### src/rtl/calyx_fsm_pkg.sv
// calyx_fsm_pkg: shared state encoding for the parallel-enable controller.
// The three controller states and their 2-bit codes are defined here.
package calyx_fsm_pkg;

    localparam logic [1:0] ENC_IDLE = 2'd0;
    localparam logic [1:0] ENC_RUN  = 2'd1;
    localparam logic [1:0] ENC_DONE = 2'd2;

    typedef enum logic [1:0] {
        IDLE = ENC_IDLE,
        RUN  = ENC_RUN,
        DONE = ENC_DONE
    } fsm_state_e;

endpackage : calyx_fsm_pkg

### src/rtl/fsm_par_slot.sv
// fsm_par_slot: per-child bookkeeping for fsm_par.
// Holds the sticky completion bit for one child. It also holds the registered
// enable that drives that child's valid input.
module fsm_par_slot (
    input  logic clk,
    input  logic reset,
    input  logic i_start,        // IDLE -> RUN edge: re-enable this child
    input  logic i_run,          // controller is in RUN
    input  logic i_clear,        // DONE -> IDLE edge: forget completion
    input  logic i_ready_child,  // child's ready output
    output logic o_done,
    output logic o_valid_child
);

    logic r_done;
    logic r_valid_child;

    // Sticky done bit and enable: set on start, latched off by the first ready in RUN.
    // NOTE: sequential state uses non-blocking (<=) so every flop samples pre-edge values.
    always_ff @(posedge clk or posedge reset) begin
        if (reset) begin
            r_done        <= 1'b0;
            r_valid_child <= 1'b0;
        end else if (i_start) begin
            r_done        <= 1'b0;
            r_valid_child <= 1'b1;
        end else if (i_clear) begin
            r_done        <= 1'b0;
            r_valid_child <= 1'b0;
        end else if (i_run && i_ready_child) begin
            r_done        <= 1'b1;
            r_valid_child <= 1'b0;
        end
    end

    assign o_done        = r_done;
    assign o_valid_child = r_valid_child;

endmodule : fsm_par_slot

### src/rtl/fsm_par.sv
// fsm_par: runs N children concurrently and reports ready once all have finished.
// Optional RUN-cycle counter and 'cycles' port: define FSM_PAR_CYCLE_COUNT_EN.
// Every output comes straight from a flop, so there is no input-to-output path.
module fsm_par
    import calyx_fsm_pkg::*;
#(
    parameter int N     = 3,   // number of children, 1..8
    parameter int CNT_W = 16   // cycle counter width
) (
    input  logic             clk,
    input  logic             reset,
    input  logic             valid,
    output logic             ready,
    output logic [N-1:0]     valid_child,
    input  logic [N-1:0]     ready_child
`ifdef FSM_PAR_CYCLE_COUNT_EN
    ,
    output logic [CNT_W-1:0] cycles
`endif
);

    fsm_state_e   r_state;
    logic         r_ready;

    logic         w_start;
    logic         w_run;
    logic         w_clear;
    logic         w_all_done;
    logic [N-1:0] w_done;
    logic [N-1:0] w_valid_child;

    assign w_start = (r_state == IDLE) && valid;
    assign w_run   = (r_state == RUN);
    assign w_clear = (r_state == DONE) && !valid;

    // A child finishing in this very cycle counts too, so several children can
    // complete together and the last one does not cost an extra cycle.
    assign w_all_done = &(w_done | ready_child);

    for (genvar g = 0; g < N; g++) begin : g_slot
        fsm_par_slot u_slot (
            .clk           (clk),
            .reset         (reset),
            .i_start       (w_start),
            .i_run         (w_run),
            .i_clear       (w_clear),
            .i_ready_child (ready_child[g]),
            .o_done        (w_done[g]),
            .o_valid_child (w_valid_child[g])
        );
    end

    // Controller state machine; ready is registered alongside the state.
    // NOTE: asynchronous reset sits in the sensitivity list, so it acts without a clock edge.
    always_ff @(posedge clk or posedge reset) begin
        if (reset) begin
            r_state <= IDLE;
            r_ready <= 1'b0;
        end else begin
            case (r_state)
                IDLE: begin
                    if (valid) begin
                        r_state <= RUN;
                    end
                end
                RUN: begin
                    // valid is deliberately ignored here: a started run always completes.
                    if (w_all_done) begin
                        r_state <= DONE;
                        r_ready <= 1'b1;
                    end
                end
                DONE: begin
                    if (!valid) begin
                        r_state <= IDLE;
                        r_ready <= 1'b0;
                    end
                end
                default: begin
                    r_state <= IDLE;
                    r_ready <= 1'b0;
                end
            endcase
        end
    end

    assign ready       = r_ready;
    assign valid_child = w_valid_child;

`ifdef FSM_PAR_CYCLE_COUNT_EN
    logic [CNT_W-1:0] r_cycles;

    // RUN-cycle counter: cleared on start, saturating increment in RUN, held elsewhere.
    always_ff @(posedge clk or posedge reset) begin
        if (reset) begin
            r_cycles <= '0;
        end else if (w_start) begin
            r_cycles <= '0;
        end else if (w_run && (r_cycles != {CNT_W{1'b1}})) begin
            r_cycles <= r_cycles + CNT_W'(1);
        end
    end

    assign cycles = r_cycles;
`else
    // The counter width parameter is unused without the counter.
    logic w_unused_cnt_w;
    assign w_unused_cnt_w = (CNT_W > 0);
`endif

endmodule : fsm_par

### config.mk
export PLATFORM = sky130hd
export DESIGN_NAME = fsm_par
export DESIGN_NICKNAME = d
export VERILOG_FILES = /design/src/rtl/calyx_fsm_pkg.sv /design/src/rtl/fsm_par_slot.sv /design/src/rtl/fsm_par.sv
export SDC_FILE = /design/constraint.sdc
export NUM_CORES = 1
export LEC_CHECK = 0
export ABC_AREA = 0
export BUFFER_PORTS_ARGS = -buffer_cell sky130_fd_sc_hd__buf_2
export CAP_MARGIN = 20
export CORE_MARGIN = 2
export CORE_UTILIZATION = 30
export CTS_CLUSTER_SIZE = 40
export DETAILED_ROUTE_END_ITERATION = 7
export GPL_TIMING_DRIVEN = 1
export HOLD_SLACK_MARGIN = 0.12
export PLACE_DENSITY = 0.54
export RECOVER_POWER = 25
export SLEW_MARGIN = 15
export SYNTH_ARGS = -nofsm -noshare
export SYNTH_HDL_FRONTEND = slang
export SYNTH_SLANG_ARGS = --single-unit
### constraint.sdc
create_clock -name clk -period 3.4 [get_ports clk]
set_clock_uncertainty 0.2 [all_clocks]
set_input_delay 0 -clock clk [delete_from_list [all_inputs] [get_ports clk]]
set_output_delay 0 -clock clk [all_outputs]
set_load 0.01 [all_outputs]
==> results of run 1 <==
## synth_stat cells
master,n,area share [%]
dfrtp_1,9,47
a22oi_1,3,4.7
a21o_2,1,1.8
a221oi_1,3,5.5
o21ai_1,8,8.4
o21bai_1,1,1.6
buf_6,2,4.7
nor3_2,1,2.1
a21o_1,1,1.6
o22ai_1,1,1.3
nand2_1,4,3.1
nor2_1,5,3.9
nor3_1,1,1.0
inv_1,5,3.9
buf_4,4,6.3
o21ai_0,3,3.1
## logic make-up after synthesis
| family | after synthesis | synth area share (%) |
|---|---|---|
| AOI/OAI and AO/OA | 21 | 27.9 |
| and+or+nand+nor | 11 | 10.2 |
| buffers and inverters | 11 | 14.9 |
| DFF | 9 | 47.0 |
## registers in the layout, summed over array words and instances (netlist names)
signal	flops
ready	1
g_slot.u_slot.o_valid_child	3
r_state	2
g_slot.u_slot.o_done	3
## area by class of cell
cell class                 instances  area (um2)
clock buffer                       4        26.3
fill                             159         903
inverter                           5        18.8
multi-input combinational         32         183
sequential                         9         225
tap                               16        20.0
timing repair buffer              18         130
## per-layer routing
metal,global-route usage (%),routed length (um),share of wire (%)
met1,13.1,447,47
met2,17.4,429,45
met3,6.25,70,7.4
met4,3.64,0,0
met5,0,0,0
## path summary, 6_finish.rpt
kind | slack, ps | start | to | cells after the start
setup / recovery | 1140 | valid | g_slot[2].u_slot.o_done$_DFFE_PP0P_ | 7
hold / removal | 290 | ready$_DFFE_PP0P_ | ready$_DFFE_PP0P_ | 1
setup reg to reg | 1160 | r_state[0]$_DFFE_PP0P_ | g_slot[2].u_slot.o_done$_DFFE_PP0P_ | 4
hold reg to reg | 290 | ready$_DFFE_PP0P_ | ready$_DFFE_PP0P_ | 1
max in group asynchronous | 2140 | reset | g_slot[2].u_slot.o_done$_DFFE_PP0P_ | 4
min in group asynchronous | 610 | reset | g_slot[1].u_slot.o_valid_child$_DFFE_PP0P_ | 4
## where the power goes
part | switching (mW) | internal, mW | total (mW)
Clock | 0.0356 | 0.0451 | 0.0807
Combinational | 0.0849 | 0.105 | 0.190
Sequential | 0.0678 | 0.161 | 0.228
Total | 0.188 | 0.310 | 0.499
## repair_timing
action | 4_1_cts | 5_1_grt
hold buffers | 9 | 0
endpoints found under the setup margin | 0 | 0
endpoints found under the hold margin | 18 | 0
## worst register-to-register path, delay by kind of cell, from the launching register on
family                 cells  cell delay (ps)
AOI/OAI and AO/OA          2              260
buffers and inverters      2             1150
DFF                        1              510
## through the flow
stage	hold WS, ps	cell area [um2]
floorplan	-372	479
global placement	-214	492
detailed placement	-211	492
CTS	290	608
global route	332	603
finish	291	603
==> results.yml, run 1 <==
floorplanning:
  die_area_um2: 1930
  start_util_pct: 31.8
  coreArea_um2: 1510
  die_y_um: 44.0
  pin_count: 10
  dieWidth_um: 44.0
  num_rows: 14
place:
  pre_cts_slack_ps: 2070
  place.gp.congestion: 0.750
  portBuffers: 9
  dpl.cell_count: 71
  dp_hpwl_um: 625
drt:
  drt_first_iter_violations: 7
  viasPerCell: 5.05
  drtAntennaViolNets: 0
  dr_total_vias: 424
  drc: 0
  wl_um: 948
  wl_per_cell_um: 11.3
  dr.pass1.iters: 6
cts:
  clk_pin_slew_ps: 60
  h-tree-depth: 1
  root_buffer: "clkbuf_4"
  cts_buffers: 3
  clk-insertion-delay-late_ps: 250
  ctsResizeCount: 0
  cts_setup_buffers: 0
  cts_tree: "done"
  cts.path.max_buffers: 2
  cts.sinks: 9
setup_path:
  cp.required_ps: 3340
  arrival_ps: 2200
  cp_top_family: "buffers and inverters"
  path_cells: "dlygate4sd3_1 -> buf_2 -> inv_1 -> a22oi_1 -> dlygate4sd3_1 -> o21ai_1 -> dlygate4sd3_1"
  slowest_delay_ps: 570
  critPathBufInv: 5
  startpoint_type: "input port"
  cp_common_cell: "dlygate4sd3_1"
  endpoint_kind: "flop"
  cpMaxStageDelayCell: "dlygate4sd3_1"
  worstSetupPathType: "in2reg"
  path_max_fanout: 10
layout:
  antennaDiodeCount: 0
  finalNonFillerCells: 84
  nNetsFinal: 75
  layout-drive-gt1-share_pct: 14.7
  area_growth_pct: 25.8
  utilization_pct: 40.0
  layout_common_cells: "dfrtp_1 (9), dlygate4sd3_1 (9), o21ai_1 (7)"
global_routing:
  grt_pass1_wl_um: 1550
  grt_usage_pct: 11.2
  grt_pass1_vias: 375
  antenna_found_initial: 0
  grt_max_degree: 15
  overflow: 0
sta:
  setup_viol: 0
  tightest_slew_ps: 414
  min_period_ps: 2260
  hold_viol: 0
  slew_viol_final: 0
  fin_crit_sh_pct: 66.5
  setup_ws_ps: 1140
  fin_setup_tns_ps: 0
  rsz0062_at_grt: "no"
  slew_headroom_pct: 72.4
  max_freq_mhz: 442
synthesis:
  ys_seq_elements: 9
  synth_nets: 58
  syn_inst: 52
  yosysWarnings: 0
  syn_area_per_cell_um2: 9.22
  ys_types: 16
  synth_area_um2: 479
  ys_seq_area_share_pct: 47.0
status:
  outcome: "finished clean"
pwr:
  p_total_mw: 0.499
  cellPowerDensity_nw_per_um2: 827
  leakagePower_nw: 0.275
  ir_drop_uv: 264
worst_hold_path:
  holdCritPathClass: "reg2reg"
job:
  maxCapViolCount: 0
Note: power is estimated with default switching activity, not from simulation.
==> inputs of run 2 (changes only) <==
==> constraint.sdc (replaced) <==
create_clock -name clk -period 2.23 [get_ports clk]
set_clock_uncertainty 0.2 [all_clocks]
set_input_delay 0 -clock clk [delete_from_list [all_inputs] [get_ports clk]]
set_output_delay 0 -clock clk [all_outputs]
set_load 0.01 [all_outputs]
==> run 2 against run 1 <==
  * Register-to-register slack got worse by 820 ps
  * Count of clock-buffer cells in the layout unchanged
  * Non-clock buffer count decreased by 1
  * Worst setup slack got worse by 800 ps
  * Wire length decreased by 3.4%
  * Sequential cell count unchanged
  * Combinational power increased by 41%
  * Sequential power increased by 53%
  * Global-route usage decreased by 0.26 points
  * Critical endpoint is now r_state[1]$_DFFE_PP0P_
  * Largest power group unchanged
==> results.yml, run 2 (synthesis gave the netlist of run 1 again) <==
drt:
  wl_per_cell_um: 11.0
  wl_um: 916
  dr.pass1.iters: 4
  drc: 0
  drt_first_iter_violations: 7
  viasPerCell: 4.98
  drtAntennaViolNets: 0
  dr_total_vias: 413
job:
  maxCapViolCount: 0
cts:
  cts.sinks: 9
  ctsResizeCount: 0
  root_buffer: "clkbuf_4"
  h-tree-depth: 1
  clk-insertion-delay-late_ps: 260
  hold_buffers: 8
  cts_tree: "done"
  clk_pin_slew_ps: 60
  cts.path.max_buffers: 2
  cts_setup_buffers: 0
  cts_buffers: 3
layout:
  nNetsFinal: 74
  fillers: 158
  antennaDiodeCount: 0
  final_area_um2: 593
  layout_common_cells: "dfrtp_1 (9), dlygate4sd3_1 (8), o21ai_1 (7)"
  finalNonFillerCells: 83
  layout-drive-gt1-share_pct: 14.9
  area_growth_pct: 23.8
  final_common_cell: "dfrtp_1"
sta:
  fin_crit_sh_pct: 84.6
  rsz0062_at_grt: "no"
  slew_headroom_pct: 73.0
  fin_setup_tns_ps: 0
  fin_hold_ws_ps: 291
  setup_viol: 0
  slew_viol_final: 0
  tightest_slew_ps: 405
  max_freq_mhz: 530
  hold_viol: 0
  min_period_ps: 1890
pwr:
  leakagePower_nw: 0.271
  ir_drop_uv: 403
  cellPowerDensity_nw_per_um2: 1250
floorplanning:
  coreArea_um2: 1510
  die_area_um2: 1930
  dieWidth_um: 44.0
  start_util_pct: 31.8
  num_rows: 14
  die_y_um: 44.0
  pin_count: 10
global_routing:
  overflow: 0
  grt_pass1_wl_um: 1510
  grt_usage_pct: 10.9
  use_met2_pct: 16.8
  grt_max_degree: 15
  met3_usage_pct: 6.25
  antenna_found_initial: 0
  busiest_layer: "met2"
  grt_pass1_vias: 367
  groute.layer.met1.usage_pct: 12.8
setup_path:
  endpoint_kind: "flop"
  arrival_ps: 1880
  cp.required_ps: 2230
  cpMaxStageDelayCell: "dfrtp_1"
  path_max_fanout: 14
  path_cells: "o21ai_0 -> nor3_2 -> o21bai_1 -> dlygate4sd3_1"
  slowest_delay_ps: 570
  startpoint_type: "flop"
  worstSetupPathType: "reg2reg"
place:
  dpl.cell_count: 71
  place.gp.congestion: 0.750
  dp_hpwl_um: 625
  postPlaceCellArea_um2: 492
  portBuffers: 9
worst_hold_path:
  holdCritPathClass: "reg2reg"
status:
  outcome: "finished clean"
## run 2: per-stage QoR
step | power, mW | worst slack (ps) | util, %
floorplan | 0.584 | 1090 | -
global placement | 0.594 | 904 | 32.6
detailed placement | 0.600 | 898 | 32.6
CTS | 0.762 | 408 | 39.7
global route | 0.812 | 254 | 39.4
finish | 0.739 | 342 | 39.4
## run 2: area by class of cell
class	instances	area (um2)	share of cell area [%]
sequential	9	225	38.0
multi-input combinational	32	183	30.8
timing repair buffer	17	120	20.3
inverter	5	18.8	3.16
clock buffer	4	26.3	4.43
tap	16	20.0	3.38
## run 2: metal layers
metal | vias up | wire [um]
met5 | - | 0
met4 | 0 | 0
met3 | 0 | 56
met2 | 9 | 406
met1 | 195 | 453
li1 | 209 | -
## run 2: worst max-delay path, delay by kind of cell, from the launching register on
kind                   cells  cell delay [ps]
buffers and inverters      1              550
DFF                        1              570
and+or+nand+nor            1              160
AOI/OAI and AO/OA          2              340
## run 2: final timing paths
path	start	to	slack [ps]	cells past startpoint
worst min-delay path	ready$_DFFE_PP0P_	ready$_DFFE_PP0P_	290	1
min in group asynchronous	reset	g_slot[1].u_slot.o_valid_child$_DFFE_PP0P_	610	4
max in group asynchronous	reset	g_slot[2].u_slot.o_done$_DFFE_PP0P_	970	4
worst min register to register	ready$_DFFE_PP0P_	ready$_DFFE_PP0P_	290	1
worst max-delay path	r_state[0]$_DFFE_PP0P_	r_state[1]$_DFFE_PP0P_	340	4
worst max register to register	r_state[0]$_DFFE_PP0P_	r_state[1]$_DFFE_PP0P_	340	4
## run 2: power breakdown
part	switching (mW)	internal [mW]
combinational	0.124	0.144
clock	0.0547	0.0688
sequential	0.103	0.245
==> inputs of run 3 (changes only) <==
--- a/config.mk
+++ b/config.mk
@@ -5,7 +5,7 @@
 export SDC_FILE = /design/constraint.sdc
 export NUM_CORES = 1
 export LEC_CHECK = 0
-export ABC_AREA = 0
+export ABC_AREA = 1
 export BUFFER_PORTS_ARGS = -buffer_cell sky130_fd_sc_hd__buf_2
 export CAP_MARGIN = 20
 export CORE_MARGIN = 2
@@ -14,7 +14,7 @@
 export DETAILED_ROUTE_END_ITERATION = 7
 export GPL_TIMING_DRIVEN = 1
 export HOLD_SLACK_MARGIN = 0.12
-export PLACE_DENSITY = 0.54
+export PLACE_DENSITY = 0.57
 export RECOVER_POWER = 25
 export SLEW_MARGIN = 15
 export SYNTH_ARGS = -nofsm -noshare
==> constraint.sdc (replaced) <==
create_clock -name clk -period 1.7 [get_ports clk]
set_clock_uncertainty 0.2 [all_clocks]
set_input_delay 0 -clock clk [delete_from_list [all_inputs] [get_ports clk]]
set_output_delay 0 -clock clk [all_outputs]
set_load 0.01 [all_outputs]
==> run 3 against run 2 <==
  * Worst setup slack improved by 41 ps
  * Count of clock-buffer cells in the layout unchanged
  * Synthesized cell count is 3.8% lower
  * Clock power rose by 36%
  * Highest routed layer is now met4
  * Largest power group unchanged
==> results.yml, run 3 <==
synthesis:
  synth_nets: 56
  postSynth.asyncResetShare_pct: 100
  yosysWarnings: 0
  synth_area_leaders: "dfrtp_1 (54%), nand2_1 (14%), inv_1 (6.3%), buf_4 (5.4%), o21ai_1 (4.8%)"
  synth_common_cells: "nand2_1 (16), dfrtp_1 (9), inv_1 (7)"
  ys_types: 11
  synth_area_um2: 417
  ys_seq_area_share_pct: 54.1
  syn_area_per_cell_um2: 8.33
  yosys.area.top_type: "dfrtp_1"
  netlist.area_leader.share_pct: 54.1
  ys.flop_type: "dfrtp_1"
  yosysMostFrequentCell: "nand2_1"
  syn_inst: 50
  synth-edff-count: 0
  ys_seq_elements: 9
cts:
  h-tree-depth: 1
  cts.path.max_buffers: 2
  cts.sinks: 9
  cts_tree: "done"
  root_buffer: "clkbuf_4"
  ctsResizeCount: 0
  clk_pin_slew_ps: 60
  cts_setup_buffers: 0
  clk-insertion-delay-late_ps: 260
  hold_buffers: 6
  cts_buffers: 3
layout:
  finalNonFillerCells: 81
  layout_common_cells: "nand2_1 (16), dfrtp_1 (9), inv_1 (7)"
  nNetsFinal: 73
  area_growth_pct: 28.8
  antennaDiodeCount: 0
  layout-drive-gt1-share_pct: 18.2
  fillers: 141
  final_common_cell: "nand2_1"
drt:
  wl_per_cell_um: 9.95
  met2_length_um: 383
  wl_met1_um: 356
  viasPerCell: 4.48
  drtAntennaViolNets: 0
  dr.pass1.iters: 3
  wl_um: 806
  top_layer: "met4"
  met3_wirelength_um: 38
  drc: 0
  dr_total_vias: 363
  drt_first_iter_violations: 6
place:
  dp_hpwl_um: 558
  portBuffers: 9
  place.gp.congestion: 0.752
  dpl.cell_count: 71
pwr:
  p_clk_share_pct: 19.5
  p_int_mw: 0.525
  swShare_pct: 39.0
  p_sw_mw: 0.335
  leakagePower_nw: 0.284
  pwr-share-comb_pct: 38.8
  seqPwrFrac_pct: 41.8
  cellPowerDensity_nw_per_um2: 1600
  ir_drop_uv: 550
sta:
  slew_headroom_pct: 76.8
  fin_crit_sh_pct: 77.5
  hold_viol: 0
  min_period_ps: 1320
  setup_viol: 0
  max_freq_mhz: 759
  slew_viol_final: 0
  rsz0062_at_grt: "no"
  tightest_slew_ps: 347
  fin_setup_tns_ps: 0
global_routing:
  grt_max_degree: 10
  grt_pass1_wl_um: 1260
  antenna_found_initial: 0
  grt_pass1_vias: 305
  overflow: 0
  grt_usage_pct: 12.5
floorplanning:
  num_rows: 13
  coreArea_um2: 1300
  pin_count: 10
  die_y_um: 41.3
  dieWidth_um: 41.3
  die_area_um2: 1700
  start_util_pct: 32.0
setup_path:
  arrival_ps: 1270
  path_max_fanout: 5
  endpoint_kind: "flop"
  cp_common_cell: "nand2_1"
  critPathBufInv: 0
  cp.required_ps: 1650
  path_cells: "nor2_1 -> nand2_1 -> nand3_1 -> nand2_1"
  worstSetupPathType: "reg2reg"
  cpMaxStageDelayCell: "dfrtp_1"
  startpoint_type: "flop"
  slowest_delay_ps: 410
  cp_top_family: "simple AND/OR/NAND/NOR gates"
status:
  outcome: "finished clean"
worst_hold_path:
  holdCritPathClass: "reg2reg"
job:
  maxCapViolCount: 0
-- run 3: cell types whose count changed after synthesis, sizes merged, moves of 4 or more --
cell | before | now
nand2 | 4 | 16
o21ai | 11 | 5
inv | 5 | 9
nand3 | 0 | 4
nor2 | 5 | 1
-- run 3: final cells by class --
class                      instances  area (um2)  area share, %
tap                               15        18.8           3.50
timing repair buffer              15         100           18.6
multi-input combinational         29         133           24.7
sequential                         9         225           42.0
inverter                           9        33.8           6.29
clock buffer                       4        26.3           4.90
-- run 3: cells by family (layout without fill, tap and decap cells) --
| logic type | count (synthesis) | count (layout) | synth area share (%) |
|---|---|---|---|
| flops | 9 | 9 | 54.1 |
| compound gates | 8 | 8 | 10.5 |
| simple gates | 21 | 21 | 21.9 |
| buf+inv | 12 | 28 | 13.5 |
-- run 3: per-stage QoR --
step / setup WS, ps / utilization, % / total power, mW / hold WS, ps / instance area (um2)
finish: 383 / 41.3 / 0.860 / 277 / 537
detailed placement: 485 / 35.2 / 0.707 / -219 / 458
global placement: 504 / 35.2 / 0.699 / -220 / 458
floorplan: 582 / - / 0.651 / -372 / 417
CTS: 428 / 41.8 / 0.890 / 278 / 544
global route: 271 / 41.3 / 0.939 / 314 / 537
-- run 3: worst paths after layout --
kind                                              from                                    endpoint  slack (ps)  cells past startpoint
worst max register to register  r_state[1]$_DFFE_PP0P_                      r_state[1]$_DFFE_PP0P_         380                      4
min in group asynchronous                        reset  g_slot[2].u_slot.o_valid_child$_DFFE_PP0P_         600                      4
worst min-delay path                 ready$_DFFE_PP0P_                           ready$_DFFE_PP0P_         280                      2
max in group asynchronous                        reset                      r_state[0]$_DFFE_PP0P_         450                      4
worst max-delay path            r_state[1]$_DFFE_PP0P_                      r_state[1]$_DFFE_PP0P_         380                      4
worst min register to register       ready$_DFFE_PP0P_                           ready$_DFFE_PP0P_         280                      2
-- run 3: power groups by stage --
stage	combinational [mW]	clock, mW	sequential, mW
global route	0.386	0.183	0.370
CTS	0.357	0.174	0.359
global placement	0.339	0	0.360
detailed placement	0.345	0	0.362
finish	0.333	0.167	0.359
floorplan	0.291	0	0.360
-- run 3: worst reg2reg max path: cells and delay by family, from the launching register on --
| family | cells | cell delay (ps) |
|---|---|---|
| flops | 1 | 410 |
| simple gates | 4 | 610 |
-- run 3: routing by layer --
metal	vias up	global-route usage, %
met5	-	0
met4	0	9.68
met3	5	4.89
met2	7	19.9
met1	165	13.0
li1	186	-
